`config.mk`:
```
export PLATFORM = sky130hd
export DESIGN_NAME = uart_core
export DESIGN_NICKNAME = d
export VERILOG_FILES = /design/src/rtl/uart_core.sv
export SDC_FILE = /design/constraint.sdc
export NUM_CORES = 1
export LEC_CHECK = 0
export CELL_PAD_IN_SITES_DETAIL_PLACEMENT = 0
export CELL_PAD_IN_SITES_GLOBAL_PLACEMENT = 1
export CORE_ASPECT_RATIO = 0.9
export CORE_UTILIZATION = 41
export DETAILED_ROUTE_END_ITERATION = 12
export GPL_ROUTABILITY_DRIVEN = 0
export PLACE_DENSITY_LB_ADDON = 0.05
export SLEW_MARGIN = 20
export SYNTH_ARGS = -nofsm -noshare
export SYNTH_HDL_FRONTEND = slang
export SYNTH_SLANG_ARGS = --single-unit
```
`constraint.sdc`:
```
create_clock -name clk -period 1.9 [get_ports clk]
set_input_delay 0.38 -clock clk [delete_from_list [all_inputs] [get_ports clk]]
set_output_delay 0.38 -clock clk [all_outputs]
set_load 0.01 [all_outputs]
```
`src/rtl/uart_core.sv`:
```
// rtl/uart_core.sv - full-duplex UART engine with programmable bit period, width, parity and stop bits
// TX and RX run as independent FSMs, each with its own bit timer.
module uart_core #(
    parameter int CLK_DIV   = 16,
    parameter int DATA_BITS = 8,
    parameter int PARITY    = 0,
    parameter int STOP_BITS = 1
) (
    input  logic                 clk,
    input  logic                 rst,
    input  logic [DATA_BITS-1:0] tx_data,
    input  logic                 tx_valid,
    output logic                 tx_ready,
    output logic                 txd,
    input  logic                 rxd,
    output logic [DATA_BITS-1:0] rx_data,
    output logic                 rx_valid,
    output logic                 rx_parity_err,
    output logic                 rx_frame_err
);
    localparam int             CW       = $clog2(CLK_DIV);
    localparam logic [CW-1:0]  BIT_END  = CW'(CLK_DIV - 1);
    localparam logic [CW-1:0]  HALF_END = CW'(CLK_DIV / 2 - 1);
    localparam logic [3:0]     DATA_END = 4'(DATA_BITS - 1);
    localparam logic [3:0]     STOP_END = 4'(STOP_BITS - 1);
    localparam logic           PAR_ODD  = (PARITY == 1);
    localparam bit             HAS_PAR  = (PARITY != 0);

    typedef enum logic [2:0] {S_IDLE, S_START, S_DATA, S_PAR, S_STOP} state_t;

    state_t                tx_state_q, tx_state_d;
    logic [CW-1:0]         tx_cnt_q, tx_cnt_d;
    logic [3:0]            tx_bit_q, tx_bit_d;
    logic [DATA_BITS-1:0]  tx_shift_q, tx_shift_d;
    logic                  tx_par_q, tx_par_d;
    logic                  txd_q, txd_d;
    logic                  tx_end;

    assign tx_end   = (tx_cnt_q == BIT_END);
    assign tx_ready = (tx_state_q == S_IDLE);
    assign txd      = txd_q;

    always_ff @(posedge clk or negedge rst) begin
        if (!rst) begin
            tx_state_q <= S_IDLE;
            tx_cnt_q   <= '0;
            tx_bit_q   <= '0;
            tx_shift_q <= '0;
            tx_par_q   <= 1'b0;
            txd_q      <= 1'b1;
        end else begin
            tx_state_q <= tx_state_d;
            tx_cnt_q   <= tx_cnt_d;
            tx_bit_q   <= tx_bit_d;
            tx_shift_q <= tx_shift_d;
            tx_par_q   <= tx_par_d;
            txd_q      <= txd_d;
        end
    end

    // txd is registered from the next-state so the pin never glitches on decode.
    always_comb begin
        tx_state_d = tx_state_q;
        tx_cnt_d   = tx_end ? '0 : tx_cnt_q + CW'(1);
        tx_bit_d   = tx_bit_q;
        tx_shift_d = tx_shift_q;
        tx_par_d   = tx_par_q;
        txd_d      = txd_q;
        case (tx_state_q)
            S_IDLE: begin
                tx_cnt_d = '0;
                txd_d    = 1'b1;
                if (tx_valid) begin
                    tx_shift_d = tx_data;
                    tx_par_d   = (^tx_data) ^ PAR_ODD;
                    tx_state_d = S_START;
                    txd_d      = 1'b0;
                end
            end
            S_START: begin
                if (tx_end) begin
                    tx_state_d = S_DATA;
                    tx_bit_d   = '0;
                    txd_d      = tx_shift_q[0];
                end
            end
            S_DATA: begin
                if (tx_end) begin
                    if (tx_bit_q == DATA_END) begin
                        tx_bit_d = '0;
                        if (HAS_PAR) begin
                            tx_state_d = S_PAR;
                            txd_d      = tx_par_q;
                        end else begin
                            tx_state_d = S_STOP;
                            txd_d      = 1'b1;
                        end
                    end else begin
                        tx_bit_d   = tx_bit_q + 4'd1;
                        tx_shift_d = {1'b0, tx_shift_q[DATA_BITS-1:1]};
                        txd_d      = tx_shift_q[1];
                    end
                end
            end
            S_PAR: begin
                if (tx_end) begin
                    tx_state_d = S_STOP;
                    tx_bit_d   = '0;
                    txd_d      = 1'b1;
                end
            end
            S_STOP: begin
                if (tx_end) begin
                    if (tx_bit_q == STOP_END) tx_state_d = S_IDLE;
                    else                      tx_bit_d   = tx_bit_q + 4'd1;
                end
            end
            default: tx_state_d = S_IDLE;
        endcase
    end

    state_t                rx_state_q, rx_state_d;
    logic [CW-1:0]         rx_cnt_q, rx_cnt_d;
    logic [3:0]            rx_bit_q, rx_bit_d;
    logic [DATA_BITS-1:0]  rx_shift_q, rx_shift_d;
    logic                  rx_pbit_q, rx_pbit_d;
    logic                  rx_facc_q, rx_facc_d;
    logic                  rx_armed_q, rx_armed_d;
    logic [DATA_BITS-1:0]  rx_data_q, rx_data_d;
    logic                  rx_valid_q, rx_valid_d;
    logic                  rx_perr_q, rx_perr_d;
    logic                  rx_ferr_q, rx_ferr_d;
    logic                  rx_meta_q, rxs_q;
    logic                  rx_end;

    assign rx_end        = (rx_cnt_q == BIT_END);
    assign rx_data       = rx_data_q;
    assign rx_valid      = rx_valid_q;
    assign rx_parity_err = rx_perr_q;
    assign rx_frame_err  = rx_ferr_q;

    always_ff @(posedge clk or negedge rst) begin
        if (!rst) begin
            rx_meta_q  <= 1'b1;
            rxs_q      <= 1'b1;
            rx_state_q <= S_IDLE;
            rx_cnt_q   <= '0;
            rx_bit_q   <= '0;
            rx_shift_q <= '0;
            rx_pbit_q  <= 1'b0;
            rx_facc_q  <= 1'b0;
            rx_armed_q <= 1'b0;
            rx_data_q  <= '0;
            rx_valid_q <= 1'b0;
            rx_perr_q  <= 1'b0;
            rx_ferr_q  <= 1'b0;
        end else begin
            rx_meta_q  <= rxd;
            rxs_q      <= rx_meta_q;
            rx_state_q <= rx_state_d;
            rx_cnt_q   <= rx_cnt_d;
            rx_bit_q   <= rx_bit_d;
            rx_shift_q <= rx_shift_d;
            rx_pbit_q  <= rx_pbit_d;
            rx_facc_q  <= rx_facc_d;
            rx_armed_q <= rx_armed_d;
            rx_data_q  <= rx_data_d;
            rx_valid_q <= rx_valid_d;
            rx_perr_q  <= rx_perr_d;
            rx_ferr_q  <= rx_ferr_d;
        end
    end

    // rx_armed blocks a held-low line (break) from looking like a new start bit.
    always_comb begin
        rx_state_d = rx_state_q;
        rx_cnt_d   = rx_end ? '0 : rx_cnt_q + CW'(1);
        rx_bit_d   = rx_bit_q;
        rx_shift_d = rx_shift_q;
        rx_pbit_d  = rx_pbit_q;
        rx_facc_d  = rx_facc_q;
        rx_armed_d = rx_armed_q;
        rx_data_d  = rx_data_q;
        rx_valid_d = 1'b0;
        rx_perr_d  = rx_perr_q;
        rx_ferr_d  = rx_ferr_q;
        case (rx_state_q)
            S_IDLE: begin
                rx_cnt_d   = '0;
                rx_facc_d  = 1'b0;
                rx_armed_d = rx_armed_q | rxs_q;
                if (rx_armed_q && !rxs_q) rx_state_d = S_START;
            end
            S_START: begin
                if (rx_cnt_q == HALF_END) begin
                    rx_cnt_d = '0;
                    rx_bit_d = '0;
                    rx_state_d = rxs_q ? S_IDLE : S_DATA;
                end
            end
            S_DATA: begin
                if (rx_end) begin
                    rx_shift_d = {rxs_q, rx_shift_q[DATA_BITS-1:1]};
                    if (rx_bit_q == DATA_END) begin
                        rx_bit_d   = '0;
                        rx_state_d = HAS_PAR ? S_PAR : S_STOP;
                    end else begin
                        rx_bit_d = rx_bit_q + 4'd1;
                    end
                end
            end
            S_PAR: begin
                if (rx_end) begin
                    rx_pbit_d  = rxs_q;
                    rx_bit_d   = '0;
                    rx_state_d = S_STOP;
                end
            end
            S_STOP: begin
                if (rx_end) begin
                    if (rx_bit_q == STOP_END) begin
                        rx_state_d = S_IDLE;
                        rx_armed_d = 1'b0;
                        rx_valid_d = 1'b1;
                        rx_data_d  = rx_shift_q;
                        rx_perr_d  = HAS_PAR && (rx_pbit_q != ((^rx_shift_q) ^ PAR_ODD));
                        rx_ferr_d  = rx_facc_q | ~rxs_q;
                    end else begin
                        rx_bit_d  = rx_bit_q + 4'd1;
                        rx_facc_d = rx_facc_q | ~rxs_q;
                    end
                end
            end
            default: rx_state_d = S_IDLE;
        endcase
    end
endmodule

```
* Yosys cells after proc, flatten, opt, wreduce, memory -nomap -nowiden
Index checks and enable logic that the tools add are counted.
** Storage, ports and cells
- Bits in registers :: 53
- Memory bits (writable) :: 0
- Bits in latches :: 0
- Input bits :: 12
- Memories kept :: 0
- Memory bits (read-only) :: 0
** Cells by class
- Mux-type cells :: 54
- $add $sub $neg :: 4
- Bitwise logic cells :: 3
- Multiply operators :: 0
- $lt $le $gt $ge :: 0
- Shift-type cells :: 0
- Divide/modulo/power cells :: 0
- Reductions and logical operators :: 22
- Equality and inequality tests :: 31
** Operators by type and width (number)
- $mux 4 :: 15
- $mux 3 :: 14
- $ne 2x2->1 const B :: 17
- $pmux 3 s5 :: 2
- $mux 8 :: 3
- $add 4x1->4 const B :: 4
- $pmux 4 s4 :: 1
- $pmux 8 s2 :: 1
- $reduce_and 7->1 :: 2
- $eq 3x2->1 const B :: 4
- $eq 4x3->1 const B :: 3
- $mux 1 :: 12
- $pmux 4 s3 :: 1
- $reduce_and 3->1 :: 3
- $eq 4x4->1 const B :: 2
- $logic_not 4->1 :: 2
- $pmux 4 s2 :: 1
- $reduce_and 4->1 :: 2
- $reduce_bool 4->1 :: 2
- $eq 3x1->1 const B :: 2
- $eq 3x3->1 const B :: 2
- $logic_not 3->1 :: 2
- $reduce_and 6->1 :: 1
- $reduce_and 5->1 :: 1
- 12 further kinds :: 15

* Depth between registers and ports, before layout
Gate-level depths: netlist of run 1.
- Depth after elaboration :: 5
- Mapped depth :: 7
- Depth with buffers taken out :: 6

* Least setup slack after synthesis of run 1
No wires, ideal clock.
- Path kind :: register to register
- From :: register tx_bit_q[0]
- To :: register tx_shift_q[0]
- Cell stages (with the launch flop) :: 6
- Path buffers :: 0
- Setup slack :: 0.141 ns
- Library setup time :: 0.125 ns
- Data arrival time :: 1.635 ns
- Required time :: 1.775 ns
- Path through :: dfrtp_1 > ha_1 > nand3b_1 > nand3_1 > a211oi_4 > mux2_2
** Between the ends
- Cells in the longest elaborated chain, start to end :: 3
** RTL lines
- start: declaration :: line 33 : logic [3:0] tx_bit_q, tx_bit_d;
- start signal: assignment :: line 54 : tx_bit_q <= tx_bit_d;
- $eq 4x3->1 :: line 89 : if (tx_bit_q == DATA_END) begin
- $ne 2x2->1 (no line)
- $reduce_and 4->1 (no line)
- end signal: assignment :: line 55 : tx_shift_q <= tx_shift_d;
- end: declaration :: line 34 : logic [DATA_BITS-1:0] tx_shift_q, tx_shift_d;
No other way between the ends.
A chain may end at the register's enable or synchronous reset.

* Worst setup path in the final report of run 1
- From :: register rx_bit_q[0]
- To :: register rx_state_q[1]
** Between the ends
- Cells in the longest elaborated chain, start to end :: 3
** RTL lines
- start: declaration :: line 124 : logic [3:0] rx_bit_q, rx_bit_d;
- start signal: assignment :: line 162 : rx_bit_q <= rx_bit_d;
- $eq 4x3->1 or $logic_not 4->1 (tied branches) :: line 204, 221
- $ne 2x2->1 (no line)
- $reduce_and 7->1 (no line) (*)
- end signal: assignment :: line 160 : rx_state_q <= rx_state_d;
- end: declaration :: line 122 : state_t rx_state_q, rx_state_d;
Every way passes the cells marked *; elsewhere a longest branch is shown, timed or not.

==> qor.txt, run 1 <==
CP peak stage delay: 0.41 ns
setup_tns: 0 ns
CP Capture Type: flip-flop
DR iter-0 viols: 48
min-delay worst type: input port to async pin
worst hold slack: 0.04521 ns
Root Buffer: clkbuf_8
Mapped Cells: 226
Worst-path clk slew: 0.10 ns
CTS H-Tree Depth: 2
DR vias: 1794
ys flop type: dfrtp_1
Remaining Overflow, GRT: 0
Clock Latency Late Sink: 0.30 ns
EDFF count, synth: 0
WL per Instance: 14.02 µm
DR pass1 iterations: 4
PwrDens: 1129 nW/µm²
post-synthesis sequential area ratio: 51.58%
Max-Cap Viols: 0
area delta synth->final: 21.01%
Placeable Area: 6081 µm²
Worst Path Class, Setup: flip-flop to flip-flop
CTS Buf Count: 5
Max clock buf depth: 2
fraction of layout cells with a size suffix above 1: 27.72%
final core utilization: 51.32%
Worst path slowest cell: dfrtp_1
DRC violations left: 0
input/output buffers: 23
synthesized area: 2579 µm²
CP arrival: 2.00 ns
multi-input logic area: 1157 µm²
Vias per Instance: 5.292
post-CTS setup repair buffer count: 0
dpl hpwl: 3.339 mm
asr flop ratio synth: 100.0%
IO Pins: 25
Max Slew Vio Count: 0
startpoint class of the critical path: flip-flop
Mean Syn Cell Area: 11.41 µm²
sequential cell area: 1330 µm²
Setup Skew: 0.01465 ns
Ys Warns: 0
LEAKAGE: 1.404 nW
Initial Util: 42.41%
fillcell total: 564
crit-path max FO: 3
global-route usage over all layers: 15.92%
status: completed
Max IR drop VDD: 575.0 µV
vias in the first global route: 1793
Final Hold Vio Count: 0
flops & latches, synth: 53
endpoints failing setup: 0
Die Y: 77.24 µm
largest net degree at the start of global routing: 54
num rows: 27
chip width: 85.60 µm
Tmin final: 1.802 ns
clk sinks: 53
f_max: 555.0 MHz
Inserted Diodes: 0
drt total wl: 4.754 mm
CTS tree: built
Pwr Total: 0.003524 W
DRT antenna net count: 0
Tcrit/Tclk final: 94.83%
Synth cell types: 47
Synth Net Count: 244
Die ar.: 6611 µm²
crit path cell chain: inv_1, ha_1, or3b_4, a22oi_2, o211ai_1, mux2_2
initial antenna violation count: 0
first-pass GRT wire length: 8.335 mm
final net count: 284
worst path buffer plus inverter count: 1
Worst EP required: 2.10 ns
delay-heaviest family, CP: flip-flops
-- Yosys cell counts (all sizes together), types with 5 or more instances --
library cell / count / share of area [%]
a21o: 5 / 1.5
nand3b: 5 / 1.5
a21oi: 10 / 1.9
ha: 6 / 2.9
buf: 7 / 1.7
o21ai: 7 / 1.4
inv: 14 / 2.0
nor2b: 5 / 1.2
nand2: 9 / 1.3
nor3: 8 / 1.6
nor2: 10 / 1.5
nand3: 9 / 1.7
a211oi: 5 / 2.1
dfrtp: 50 / 49
mux2: 33 / 14
-- stage by stage --
step           area [µm²]  worst slack, ns  std cells
5_1_grt              3120         -0.01638        339
3_3_place_gp         3010          0.07330        331
3_5_place_dp         3010          0.02565        331
6_report             3120          0.09818        339
2_1_floorplan        2579           0.1406        226
4_1_cts              3113          0.01725        339
-- final cells by class --
cell class,instances,share of cell area (%)
timing repair buffer,42,12.55
sequential,53,42.62
clock buffer,6,2.646
tap,72,2.887
inverter,14,1.684
multi-input combinational,150,37.09
clock inverter,2,0.5213
-- registers in the layout, summed over array words and instances (netlist names), 4 cells and up --
name and cells:
rx_cnt_q 4, tx_cnt_q 4, rx_shift_q 8, rx_data 8, tx_shift_q 8, rx_bit_q 4, tx_bit_q 4
-- report_power, final --
part / internal (W) / switching [W] / leakage [nW] / total, W
sequential: 0.00138 / 0.000268 / 0.682 / 0.00165
clock: 0.000301 / 0.000377 / 0.0478 / 0.000677
combinational: 0.000660 / 0.000536 / 0.674 / 0.00120
total: 0.00234 / 0.00118 / 1.40 / 0.00352
-- cell families (layout without fill, tap and decap cells) --
family,after synthesis,after routing,share of synthesized area [%]
compound gates,42,42,11.40
buf+inv,23,64,4.027
fa+ha+maj,6,6,2.911
xor+xnor,5,5,1.698
mux,34,34,14.80
flops,53,53,51.58
other cells,1,1,0.1454
simple gates,62,62,13.44
-- path summary, 6_finish.rpt --
kind	slack, ns	depth (start not counted)	end	start
worst min-delay path	0.05	2	rx_cnt_q[1]	rst
worst max register to register	0.1	6	rx_state_q[1]	rx_bit_q[0]
max in group asynchronous	1.54	2	txd	rst
worst min register to register	0.37	0	rxs_q	rx_meta_q
worst max-delay path	0.1	6	rx_state_q[1]	rx_bit_q[0]
min in group clk	0.37	0	rxs_q	rx_meta_q
-- worst register-to-register path, stage by stage (launching register included) --
cell and delay (ns):
dfrtp_1 0.41, inv_1 0.10, ha_1 0.17, or3b_4 0.38
a22oi_2 0.19, o211ai_1 0.16, mux2_2 0.30
-- placed cells by master, fill, tap and decap left out, types with 4 or more instances in the layout --
cell type | synthesis | final
a21o_1 | 5 | 5
a21oi_1 | 10 | 10
buf_4 | 1 | 17
clkbuf_8 | 0 | 6
clkdlybuf4s50_1 | 0 | 21
dfrtp_1 | 50 | 50
ha_1 | 6 | 6
inv_1 | 14 | 14
mux2_2 | 33 | 33
nand2_1 | 9 | 9
nand3_1 | 9 | 9
nand3b_1 | 5 | 5
nor2_1 | 10 | 10
nor2b_1 | 5 | 5
nor3_1 | 8 | 7
o21ai_0 | 7 | 7
xnor2_1 | 4 | 4
-- timing repair --
| action | CTS | global route |
|---|---|---|
| hold buffers | 0 | 0 |
| endpoints found under the hold margin | 0 | 0 |
| endpoints found under the setup margin | 1 | 2 |
| gates resized for setup | 2 | 2 |
-- layer usage --
layer  GRT usage (%)  vias to the layer above  wire, µm
li1                -                      885         -
met2           25.76                       24      2129
met4           4.000                        0        32
met1           22.09                      881      2436
met5               0                        -         0
met3           2.906                        4       156
(Power assumes the default switching activity.)
==> run 2: changes to the inputs <==
Settings changed: SLEW_MARGIN 20 to unset.
==> results of run 2 <==
Final layout, timing and power as in run 1 (identical DEF).
